**config.mk**
```make
export PLATFORM = sky130hd
export DESIGN_NAME = lutram_fifo_ctrl
export DESIGN_NICKNAME = d
export VERILOG_FILES = /design/src/rtl/lutram_fifo_ctrl.sv
export SDC_FILE = /design/constraint.sdc
export NUM_CORES = 1
export LEC_CHECK = 0
export ABC_AREA = 1
export BUFFER_PORTS_ARGS = -buffer_cell sky130_fd_sc_hd__buf_2
export CAP_MARGIN = 5
export CORE_AREA = 3 3 68 70
export DETAILED_ROUTE_END_ITERATION = 10
export DIE_AREA = 0 0 71 73
export PLACE_DENSITY = 0.87
export SLEW_MARGIN = 20
export SYNTH_ARGS = -nofsm -noshare
export SYNTH_HDL_FRONTEND = slang
export SYNTH_SLANG_ARGS = --single-unit
```
**constraint.sdc**
```tcl
create_clock -name CLK -period 7.2 [get_ports CLK]
set_clock_uncertainty 0.1 [all_clocks]
set_input_delay 1.08 -clock CLK [delete_from_list [all_inputs] [get_ports CLK]]
set_output_delay 1.08 -clock CLK [all_outputs]
set_load 0.01 [all_outputs]
```
**src/rtl/lutram_fifo_ctrl.sv**
```systemverilog
// ============================================================================
// lutram_fifo_ctrl : FWFT FIFO sequencer for a bank of 64x1 distributed RAMs
// Revision 1.0
// ============================================================================
`default_nettype none

module lutram_fifo_ctrl #(
   parameter int WIDTH       = 8,
   parameter int AW          = 6,
   parameter int AFULL_LEVEL = (1 << AW) - 4
) (
   input  logic              CLK,
   input  logic              RST_N,
   input  logic              FLUSH,
   input  logic              I_VALID,
   output logic              I_READY,
   input  logic [WIDTH-1:0]  I_DATA,
   output logic              O_VALID,
   input  logic              O_READY,
   output logic [WIDTH-1:0]  O_DATA,
   output logic              RAM_WE,
   output logic [7:0]        RAM_WADR,
   output logic [WIDTH-1:0]  RAM_I,
   output logic [7:0]        RAM_RADR,
   input  logic [WIDTH-1:0]  RAM_RDATA,
   output logic [AW+1:0]     LEVEL,
   output logic              AFULL
);

   localparam logic [AW:0]   C_PTR_ONE   = (AW+1)'(1);
   localparam logic [AW+1:0] C_AFULL_LVL = (AW+2)'(AFULL_LEVEL);

   logic [AW:0]      wr_ptr_q, wr_ptr_d;
   logic [AW:0]      rd_ptr_q, rd_ptr_d;
   logic             o_valid_q, o_valid_d;
   logic [WIDTH-1:0] o_data_q, o_data_d;

   logic             w_ram_empty;
   logic             w_ram_full;
   logic             w_push;
   logic             w_pop;
   logic             w_load;
   logic [AW:0]      w_ram_cnt;

   assign w_ram_empty = (wr_ptr_q == rd_ptr_q);
   assign w_ram_full  = (wr_ptr_q[AW-1:0] == rd_ptr_q[AW-1:0]) &&
                        (wr_ptr_q[AW] != rd_ptr_q[AW]);

   // RST_N gates I_READY directly so nothing is accepted while reset is held.
   assign I_READY = !w_ram_full && !FLUSH && RST_N;
   assign w_push  = I_VALID && I_READY;
   assign w_pop   = o_valid_q && O_READY;
   assign w_load  = !w_ram_empty && (!o_valid_q || w_pop);

   assign RAM_WE   = w_push;
   assign RAM_WADR = 8'(wr_ptr_q[AW-1:0]);
   assign RAM_I    = I_DATA;
   assign RAM_RADR = 8'(rd_ptr_q[AW-1:0]);

   assign O_VALID   = o_valid_q;
   assign O_DATA    = o_data_q;
   assign w_ram_cnt = wr_ptr_q - rd_ptr_q;
   assign LEVEL     = {1'b0, w_ram_cnt} + {{(AW+1){1'b0}}, o_valid_q};
   assign AFULL     = (LEVEL >= C_AFULL_LVL);

   always_comb begin
      wr_ptr_d  = wr_ptr_q;
      rd_ptr_d  = rd_ptr_q;
      o_valid_d = o_valid_q;
      o_data_d  = o_data_q;
      if (FLUSH) begin
         // Discard everything: RAM emptied by catching the read pointer up.
         rd_ptr_d  = wr_ptr_q;
         o_valid_d = 1'b0;
      end else begin
         if (w_push) begin
            wr_ptr_d = wr_ptr_q + C_PTR_ONE;
         end
         if (w_load) begin
            o_data_d  = RAM_RDATA;
            o_valid_d = 1'b1;
            rd_ptr_d  = rd_ptr_q + C_PTR_ONE;
         end else if (w_pop) begin
            o_valid_d = 1'b0;
         end
      end
   end

   always_ff @(posedge CLK or negedge RST_N) begin
      if (!RST_N) begin
         wr_ptr_q  <= '0;
         rd_ptr_q  <= '0;
         o_valid_q <= 1'b0;
         o_data_q  <= '0;
      end else begin
         wr_ptr_q  <= wr_ptr_d;
         rd_ptr_q  <= rd_ptr_d;
         o_valid_q <= o_valid_d;
         o_data_q  <= o_data_d;
      end
   end

endmodule

`default_nettype wire

```
* Yosys cells after proc, flatten, opt, wreduce, memory -nomap -nowiden
Cells that the tools add are included.
** Operators by class
- Add/sub/neg operators :: 4
- Magnitude comparators :: 1
- Equality and inequality tests :: 3
- Mux-type cells :: 5
- Bitwise logic cells :: 1
- Reductions and logical operators :: 15
** Operators by type and width (count)
- adder 7 x 1 -> 7 bit (second input constant) :: 2
- 2-to-1 mux 7 bit :: 2
- adder 7 x 1 -> 8 bit :: 1
- greater-or-equal comparator 8 x 6 -> 1 bit (second input constant) :: 1
- == test 7 bit :: 1
- subtractor 7 bit :: 1
- == test 6 bit :: 1
- logical AND 1 bit :: 6
- logical NOT 1 bit :: 4
- AND reduction 2 bit :: 2
- 2-to-1 mux 1 bit :: 3
- nonzero test 3 bit :: 1
- nonzero test 2 bit :: 1
- logical OR 1 bit :: 1
- inequality test 1 bit :: 1
- NOT 1 bit :: 1
** Word-level totals
- Bits in registers :: 23
- Input port bits :: 21
- Output and inout bits :: 44
- Logic and storage cells :: 33

* Depth between registers and ports, before layout
Gate-level depths: netlist of the first run.
- Depth in word-level cells :: 7
- Depth in mapped cells :: 15
- Depth with buffers taken out :: 15

* Least setup slack after synthesis of the first run
No wires, ideal clock.
- Kind :: reg-to-output
- Start :: register wr_ptr_q[0]
- End :: output port AFULL
- Arrival time :: 2069 ps
- Data required time :: 6020 ps
- Slack :: 3951 ps
- Cell stages (with the launch flop) :: 15
- Buffers on the path :: 0
- Path through :: dfrtp_1 > inv_1 > ha_1 > inv_1 > fa_1 > ha_1 > inv_1 > nor2_2 > nand3_1 > nor2_2 > nand2_1 > nand2_1 > nand2_2 > nor2_2 > nand2_1
** On the way
- Longest elaborated chain between the ends :: 3
** Ends and longest elaborated chain
- from (decl) :: line 33 : logic [AW:0] wr_ptr_q, wr_ptr_d;
- from (signal assigned) :: line 96 : wr_ptr_q <= wr_ptr_d;
- subtractor 7 bit :: line 62 : assign w_ram_cnt = wr_ptr_q - rd_ptr_q;
- adder 7 x 1 -> 8 bit :: line 63 : assign LEVEL = {1'b0, w_ram_cnt} + {{(AW+1){1'b0}}, o_valid_q};
- net LEVEL[6] :: line 26 : output logic [AW+1:0] LEVEL,
- greater-or-equal comparator 8 x 6 -> 1 bit :: line 64 : assign AFULL = (LEVEL >= C_AFULL_LVL);
- to (decl) :: line 27 : output logic AFULL
The timed path passes the listed nets, and every way through them passes these cells.

* Final worst setup path of the first run
- Start :: register wr_ptr_q[0]
- End :: output port AFULL
** On the way
- Longest elaborated chain between the ends :: 3
** Ends and longest elaborated chain (line)
- subtractor 7 bit :: 62
- adder 7 x 1 -> 8 bit :: 63
- greater-or-equal comparator 8 x 6 -> 1 bit :: 64
Every way passes these cells.

==> reports/metrics.csv, run 1 <==
metric;value;unit
clock sink total;23;
leakage power;0.00120;uW
Synth Instances;266;
CP top delay family;adder cells;
TNS Setup;0;ns
fin. max-slew vios;0;
Worst EP required;6.02;ns
largest family of logic cells by synthesized area;simple AND/OR/NAND/NOR gates;
Adder-Cell Fraction of Synth Area;7.20;%
global-route wire length before repair;6610;um
Place WS;3.74;ns
largest net degree at the start of global routing;25;
synth warn;0;
crit end category;output port;
total wire length;4010;um
CP cell instances;inv_1, ha_1, inv_1, fa_1, ha_1, inv_1, nor2_2, nand3_1, nor2_2, nand2_1, nand2_1, nand2_2, nor2_2, nand2_1, buf_2;
Die H;73;um
Final Hold Viols;0;
Synth Area in Simple Gates;33.0;%
core area;4030;um^2
DR vias;1661;
achievable frequency;266;MHz
post-synthesis compound-gate area fraction;8.75;%
CP Data Arrival Time;2.57;ns
Slew headroom;64.6;%
Crit Path Max Fanout;4;
R2R cell count;8;
DRT antenna net count;0;
Peak VDD IR;0.000215;V
initial antenna violation count;0;
minimum clock period;3.75;ns
post-synthesis register bit count;23;
syn_area_per_cell;7.58;um^2
ratio of cells with drive above 1 in the final layout;31.1;%
classification of the worst setup path;reg2out;
buffers plus inverters on the worst setup path;4;
DRC Markers;0;
Worst-Margin Slew;0.531;ns
Hold WS;0.397;ns
MaxCap Viol Count;0;
Worst Hold Depth;2;
ant diodes;0;
clock slew at reported path FFs;0.08;ns
RSZ-0062 raised after global routing;no;
IO Port Bufs;44;
Syn-to-layout area delta;6.39;%
full die area;5180;um^2
Critical Path Max Stage Delay;0.50;ns
mux cell area share after synthesis;0;%
Mapped Area;2020;um^2
final worst slack;3.45;ns
GRT Util Overall;15.9;%
worst min path class;reg2reg;
post-CTS setup buffers;0;
TritonCTS clock tree;built;
initial core utilization;50.0;%
Period Utilization, post-route;52.1;%
Inst Count DP;335;
clock latency on the worst-skew pair;0.27;ns
dpl hpwl;3210;um
status;complete, no violations;
CTS Buf Count;3;
IO Pins;65;
final setup fails;0;
Post-Synth XOR/XNOR Area;5.21;%
total gr overflow;0;
fill cell count;379;
Max Root-Sink Buffers;2;
H-tree depth;1;
register area share after synthesis;28.6;%
Iteration-0 DRC Markers;60;
clock root buffer;clkbuf_8;
Via density;4.90;
CTS Hold Buffers Added;0;
drt pass-1 iters;4;
Die W;71;um
vias in the first global route;1521;
post-DR wirelength/cell;11.8;um
Worst path slowest cell;fa_1;
post-synth cell types;36;
Nets;322;
Post-Layout Cell Count;339;
CTS resizes;0;
number of core rows;23;
P per Cell Area;542;nW/um^2
total stage count of the critical path;15;
Final GP Congestion;0.885;
startpoint types;register;
state kept, by name (all words and copies together), names as in the netlist:
signal and flops:
O_VALID 1, O_DATA 8, rd_ptr_q 7, wr_ptr_q 7
final cells by class:
type / instances / area, um^2 / area share [%]
tap: 50 / 62.6 / 2.92
timing repair buffer: 44 / 220 / 10.3
clock buffer: 3 / 41.3 / 1.93
sequential: 23 / 576 / 26.8
multi-input combinational: 183 / 1110 / 51.6
inverter: 35 / 134 / 6.24
clock inverter: 1 / 5.00 / 0.233
report_power, final:
group / switching, uW / internal, uW / leakage, uW
Sequential: 51.7 / 179 / 0.000293
Clock: 41.1 / 38.7 / 0.0000255
Combinational: 532 / 320 / 0.000884
Total: 625 / 538 / 0.00120
logic make-up after synthesis:
kind of cell | Yosys count
and+or+nand+nor | 133
xor gates and xnor gates | 12
DFF | 23
other | 1
AOI/OAI and AO/OA | 23
adders and majority gates | 11
buffers and inverters | 63
worst paths after layout:
check / start / end / slack, ns
setup / recovery: wr_ptr_q[0] / AFULL / 3.45
hold / removal: O_DATA[7] / O_DATA[7] / 0.40
setup reg to reg: wr_ptr_q[2] / rd_ptr_q[2] / 5.00
hold reg to reg: O_DATA[7] / O_DATA[7] / 0.40
max in group asynchronous: RST_N / wr_ptr_q[2] / 5.96
min in group asynchronous: RST_N / O_DATA[4] / 0.68
cell usage after synthesis (all sizes together):
cell type  instances  area, um^2
or2                2        12.5
o31ai              1        7.51
xor2               9        78.8
o22ai              1        20.0
nand2             94         409
dfrtp             23         576
nand3             17         100
inv               34         130
xnor2              3        26.3
clkinv             1        3.75
o211ai             5        57.6
a21oi              3        18.8
clkbuf             1        3.75
conb               1        3.75
ha                10         125
nor2              11        73.8
buf               27         208
fa                 1        20.0
nand4              7        58.8
o21ai             13        72.6
nor3               2        10.0
metal layers:
layer | global-route usage, % | vias to the layer above | wire [um]
li1 | - | 859 | -
met4 | 7.10 | 0 | 61
met3 | 4.68 | 7 | 305
met1 | 18.8 | 747 | 1710
met2 | 26.7 | 48 | 1930
met5 | 0 | - | 0
cells in the final DEF (no fill, tap or decap), drive strengths merged:
cell type	synthesis	final
a21oi	3	3
xnor2	3	3
clkinv	1	2
o211ai	5	5
clkbuf	1	3
conb	1	4
o31ai	1	1
xor2	9	9
dfrtp	23	23
nand2	94	94
nor2	11	11
fa	1	1
nand3	17	17
o22ai	1	1
buf	27	44
or2	2	2
ha	10	10
o21ai	13	13
nor3	2	2
nand4	7	7
inv	34	34
worst min-delay path, cell delays in order, from the launching register on:
cell     delay [ns]
dfrtp_1        0.34
o21ai_0        0.07
nand2_1        0.06
stage by stage:
stage,cell area [um^2],utilization (%),total power (uW)
global route,2140,53.2,1290
detailed placement,2100,52.1,1100
floorplan,2030,-,913
CTS,2140,53.2,1180
finish,2140,53.2,1160
global placement,2100,52.1,1070
(Power assumes the default switching activity.)
==> run 2: changes to the inputs <==
Settings changed: CORE_AREA 3 3 68 70 to 3 3 71 73, DIE_AREA 0 0 71 73 to 0 0 74 76, PLACE_DENSITY 0.87 to 0.84.
Clock period 7.2 ns to 3.3 ns, I/O delays scaled along.
==> run 2 against run 1 <==
  * Sequential share of layout area fell by 0.12 points
  * Combinational power up 120%
  * First-iteration DRC count increased by 57%
  * Via count increased by 0.48%
  * Global-route usage shrank 0.84 points
  * Design area is 0.47% higher
  * Critical path depth unchanged
  * Core utilization fell by 4.4 points
  * Register-to-register slack lost 3.9 ns
  * Die area rose by 8.5%
  * Setup slack got worse by 3.3 ns
  * Sequential power rose by 120%
  * Critical endpoint unchanged
  * Largest cell class unchanged
==> reports/metrics.csv, run 2 (synthesis gave the netlist of run 1 again) <==
metric;value;unit;change
R2R cell count;9;;+1
buffers plus inverters on the worst setup path;4;;unchanged
Nets;323;;+0.31%
Hold WS;0.156;ns;-0.240 ns
number of core rows;24;;+4.3%
vias in the first global route;1586;;+4.3%
fill cell count;431;;+14%
sequential power share;19.9;%;about the same
IO Port Bufs;44;;unchanged
GRT Util Overall;15.0;%;-0.84 points
core area;4410;um^2;+9.6%
CTS Hold Buffers Added;0;;unchanged
register-to-register setup slack;1.11;ns;-3.89 ns
clock network power share;6.8;%;about the same
Critical Path Max Stage Delay;0.51;ns;about the same
Combinational Power Share;73.3;%;about the same
Int Power;1180;uW;+120%
ant diodes;0;;unchanged
final setup fails;0;;unchanged
Worst EP required;2.70;ns;-3.32 ns
initial antenna violation count;0;;unchanged
clock slew at reported path FFs;0.08;ns;about the same
post-CTS setup buffers;0;;unchanged
Multi-input gate area;1110;um^2;unchanged
classification of the worst setup path;reg2out;;
Final Hold Viols;0;;unchanged
TNS Setup;0;ns;unchanged
post-DR wirelength/cell;11.8;um;-0.53%
crit end category;output port;;
drt pass-1 iters;4;;unchanged
Iteration-0 DRC Markers;94;;+57%
Switching Power;1370;uW;+120%
full die area;5620;um^2;+8.5%
TritonCTS clock tree;built;;
leakage power;0.00121;uW;+0.31%
DRT antenna net count;0;;unchanged
largest net degree at the start of global routing;24;;-4.0%
Syn-to-layout area delta;6.89;%;
Period Utilization, post-route;94.3;%;
Peak VDD IR;0.000416;V;+93%
P per Cell Area;1180;nW/um^2;+120%
most frequent cells in the layout;nand2_1 (77), buf_2 (44), inv_1 (28), dfrtp_1 (23), nand2_2 (16);;
startpoint types;register;;
worst min path class;in2async;;
max reg flops;8;;unchanged
MaxCap Viol Count;0;;unchanged
Die H;76;um;+4.1%
fin. max-slew vios;0;;unchanged
clock sink total;23;;unchanged
RSZ-0062 raised after global routing;no;;
register area;576;um^2;unchanged
dpl hpwl;3300;um;+2.8%
worst reg2reg startpoint;rd_ptr_q[2];;
Die W;74;um;+4.2%
Critical R2R Capture;rd_ptr_q[2];;
clock latency on the worst-skew pair;0.26;ns;about the same
CTS Buf Count;3;;unchanged
Crit Path Max Fanout;4;;unchanged
Worst path slowest cell;fa_1;;
initial core utilization;45.7;%;-4.4 points
status;complete, no violations;;
CP Data Arrival Time;2.52;ns;-0.05 ns
total wire length;4020;um;+0.35%
total gr overflow;0;;unchanged
DR vias;1669;;+0.48%
Final GP Congestion;0.892;;+0.71%
CP top delay family;adder cells;;
Via density;4.88;;-0.40%
minimum clock period;3.11;ns;
CP cell instances;inv_2, ha_1, inv_1, fa_1, ha_1, inv_1, nor2_2, nand3_1, nor2_2, nand2_1, nand2_1, nand2_2, nor2_2, nand2_1, buf_2;;
clock root buffer;clkbuf_8;;
most common cell after layout, fill and taps aside;nand2_1;;
IO Pins;65;;unchanged
achievable frequency;321;MHz;
ratio of cells with drive above 1 in the final layout;31.7;%;+0.58 points
global-route wire length before repair;7000;um;+5.9%
H-tree depth;1;;unchanged
Max Root-Sink Buffers;2;;unchanged
DRC Markers;0;;unchanged
switch share;53.8;%;about the same
==> run 2: cell count changes in the layout (fill, tap and decap cells not counted) <==
cell / delta
inv_1: -1
buf_4: +1
inv_2: +1
==> run 2: final cells by class <==
cell class                 count  area share, %
sequential                    23           26.7
multi-input combinational    183           51.3
tap                           52           3.02
clock buffer                   3           1.92
clock inverter                 1          0.232
inverter                      35           6.21
timing repair buffer          45           10.6
==> run 2: worst max path at each step <==
stage	from	to	slack (ns)	depth (start not counted)
2_1_floorplan	wr_ptr_q[0]	AFULL	0.64	14
3_3_place_gp	wr_ptr_q[0]	AFULL	0.51	15
3_5_place_dp	wr_ptr_q[0]	AFULL	0.41	15
4_1_cts	wr_ptr_q[0]	AFULL	0.11	15
5_1_grt	wr_ptr_q[0]	AFULL	0.04	15
6_report	wr_ptr_q[0]	AFULL	0.19	15
==> run 2: power by group through the flow <==
stage / registers (uW) / logic, uW / clock network [uW]
6_report: 506 / 1860 / 174
5_1_grt: 522 / 2110 / 193
4_1_cts: 504 / 1890 / 177
3_5_place_dp: 509 / 1890 / 0
3_3_place_gp: 504 / 1840 / 0
2_1_floorplan: 509 / 1480 / 0
==> run 2: per-stage QoR <==
step | setup slack [ns] | utilization, % | cell area, um^2 | total power, uW | std cells
3_5_place_dp | 0.411 | 47.8 | 2110 | 2400 | 338
6_report | 0.188 | 48.8 | 2150 | 2540 | 342
5_1_grt | 0.0361 | 48.8 | 2150 | 2830 | 342
2_1_floorplan | 0.636 | - | 2030 | 1990 | 269
4_1_cts | 0.115 | 48.8 | 2150 | 2570 | 342
3_3_place_gp | 0.511 | 47.8 | 2110 | 2340 | 338
==> run 2: what timing repair did <==
action,CTS,global route
endpoints found under the setup margin,0,1
gates resized for setup,0,1
hold endpoints to repair,0,0
==> run 2: worst reg2reg max path, delay by kind of cell (launching register included) <==
kind / cells / cell delay (ns)
buffers and inverters: 2 / 0.19
adder cells (fa/ha/maj): 1 / 0.41
AND/OR/NAND/NOR: 4 / 0.54
flip-flops: 1 / 0.44
AO/OA/AOI/OAI: 2 / 0.40
==> run 2: layer usage <==
metal	wire length, um	share of wire (%)	track usage [%]
met5	0	0	0
met4	20	0.50	3.44
met3	210	5.2	2.37
met2	1980	49	24.7
met1	1810	45	20.5
==> run 3: changes to the inputs <==
Settings changed: CELL_PAD_IN_SITES_DETAIL_PLACEMENT set to 1, CELL_PAD_IN_SITES_GLOBAL_PLACEMENT set to 2, CORE_AREA 3 3 71 73 to 3 3 94 96, DIE_AREA 0 0 74 76 to 0 0 97 99, PLACE_DENSITY 0.84 to 0.85.
==> run 3 against run 2 <==
  * Register-to-register slack worse by 0.05 ns
  * Clock power up 5%
  * Maximum frequency up 1.7%
  * Via count up 3.3%
  * Critical path type unchanged
==> reports/metrics.csv, run 3 (synthesis gave the netlist of run 1 again) <==
metric;value;unit;change
vias in the first global route;1797;;+13%
number of core rows;33;;+38%
clock network power share;6.9;%;about the same
Worst EP required;2.70;ns;about the same
Inst Count DP;391;;+16%
full die area;9600;um^2;+71%
Via density;4.33;;-11%
Hold WS;0.143;ns;-0.0130 ns
ratio of cells with drive above 1 in the final layout;33.4;%;+1.7 points
DRC Markers;0;;unchanged
IO Pins;65;;unchanged
worst reg2reg startpoint;rd_ptr_q[2];;
final setup fails;0;;unchanged
CTS Hold Buffers Added;0;;unchanged
clock root buffer;clkbuf_8;;
Post-Layout Cell Count;398;;+16%
Final GP Congestion;0.749;;-16%
leakage power;0.00122;uW;+0.98%
IO Port Bufs;44;;unchanged
dpl hpwl;4070;um;+23%
fill cell count;1023;;+140%
Critical Path Max Stage Delay;0.51;ns;about the same
Peak VDD IR;0.000274;V;-34%
minimum clock period;3.06;ns;-0.0505 ns
register-to-register setup slack;1.06;ns;-0.05 ns
sequential power share;19.4;%;-0.5 points
max reg flops;8;;unchanged
Combinational Power Share;73.7;%;+0.4 points
core area;8130;um^2;+84%
Nets;326;;+0.93%
Die W;97;um;+31%
drt pass-1 iters;4;;unchanged
achievable frequency;327;MHz;+1.7%
clock slew at reported path FFs;0.09;ns;about the same
crit end category;output port;;
switch share;54.3;%;+0.55 points
Die H;99;um;+30%
Syn-to-layout area delta;11.7;%;
P per Cell Area;1170;nW/um^2;-0.58%
TNS Setup;0;ns;unchanged
Int Power;1210;uW;+2.7%
CP cell instances;inv_2, ha_1, inv_1, fa_1, ha_2, inv_1, nor2_2, nand3_2, nor2_2, nand2_1, nand2_1, nand2_2, nor2_2, nand2_1, buf_2;;
Critical R2R Capture;rd_ptr_q[2];;
total gr overflow;0;;unchanged
initial core utilization;24.8;%;-21 points
post-DR wirelength/cell;12.5;um;+6.5%
R2R cell count;9;;unchanged
Max Root-Sink Buffers;2;;unchanged
Period Utilization, post-route;92.8;%;-1.5 points
most frequent cells in the layout;nand2_1 (77), buf_2 (44), inv_1 (28), dfrtp_1 (22), nand2_2 (16);;
DRT antenna net count;0;;unchanged
total wire length;4990;um;+24%
total power;2640;uW;+3.9%
buffers plus inverters on the worst setup path;4;;unchanged
RSZ-0062 raised after global routing;no;;
Final Hold Viols;0;;unchanged
CP Data Arrival Time;2.47;ns;-0.05 ns
MaxCap Viol Count;0;;unchanged
CP top delay family;adder cells;;
GRT Util Overall;10.7;%;-4.4 points
initial antenna violation count;0;;unchanged
Iteration-0 DRC Markers;30;;-68%
startpoint types;register;;
Worst path slowest cell;fa_1;;
clock latency on the worst-skew pair;0.27;ns;about the same
most common cell after layout, fill and taps aside;nand2_1;;
Crit Path Max Fanout;3;;-1
global-route wire length before repair;8450;um;+21%
fin. max-slew vios;0;;unchanged
DR vias;1724;;+3.3%
TritonCTS clock tree;built;;
Switching Power;1440;uW;+5.0%
classification of the worst setup path;reg2out;;
H-tree depth;1;;unchanged
status;complete, no violations;;
worst min path class;in2async;;
CTS Buf Count;3;;unchanged
clock sink total;23;;unchanged
largest net degree at the start of global routing;24;;unchanged
ant diodes;0;;unchanged
run 3: worst max path at each step:
stage                            from    end  slack (ns)  cells after the start
after detailed placement  wr_ptr_q[0]  AFULL        0.34                     15
after global routing      wr_ptr_q[0]  AFULL       0.008                     15
final                     wr_ptr_q[0]  AFULL        0.24                     15
after global placement    wr_ptr_q[0]  AFULL        0.47                     15
after floorplan           wr_ptr_q[0]  AFULL        0.64                     14
after CTS                 wr_ptr_q[0]  AFULL        0.03                     15
run 3: power groups by stage:
stage,Clock [uW],Sequential (uW),Combinational [uW]
after floorplan,0,509,1480
after global placement,0,515,1910
after detailed placement,0,522,1950
after CTS,193,516,1960
after global routing,204,534,2220
final,183,512,1950
run 3: stage by stage:
step                      util (%)  worst slack [ns]  area [um^2]
after CTS                     27.3            0.0290         2220
after global routing          27.7           0.00811         2250
after global placement        26.7             0.472         2170
after detailed placement      26.7             0.338         2170
final                         27.7             0.239         2250
after floorplan                  -             0.636         2030
run 3: per-layer routing:
layer  vias to the layer above  share of wire, %  track usage, %
met1                       817                46            13.4
met2                        30                50            18.8
met5                         -                 0               0
li1                        870                 -               -
met3                         7               3.2            1.70
met4                         0               1.2            3.35
run 3: layout make-up:
cell class | instances | area (um^2) | area share [%]
Multi-Input combinational cell | 183 | 1110 | 49.4
Sequential cell | 23 | 577 | 25.6
Timing Repair Buffer | 48 | 250 | 11.1
Inverter | 35 | 134 | 5.94
Tap cell | 105 | 131 | 5.83
Clock buffer | 3 | 41.3 | 1.83
Clock inverter | 1 | 5.00 | 0.222
run 3: what timing repair did:
action,4_1_cts,5_1_grt
gates resized for setup,0,4
buffers inserted,0,3
endpoints found under the hold margin,0,0
endpoints found under the setup margin,0,2
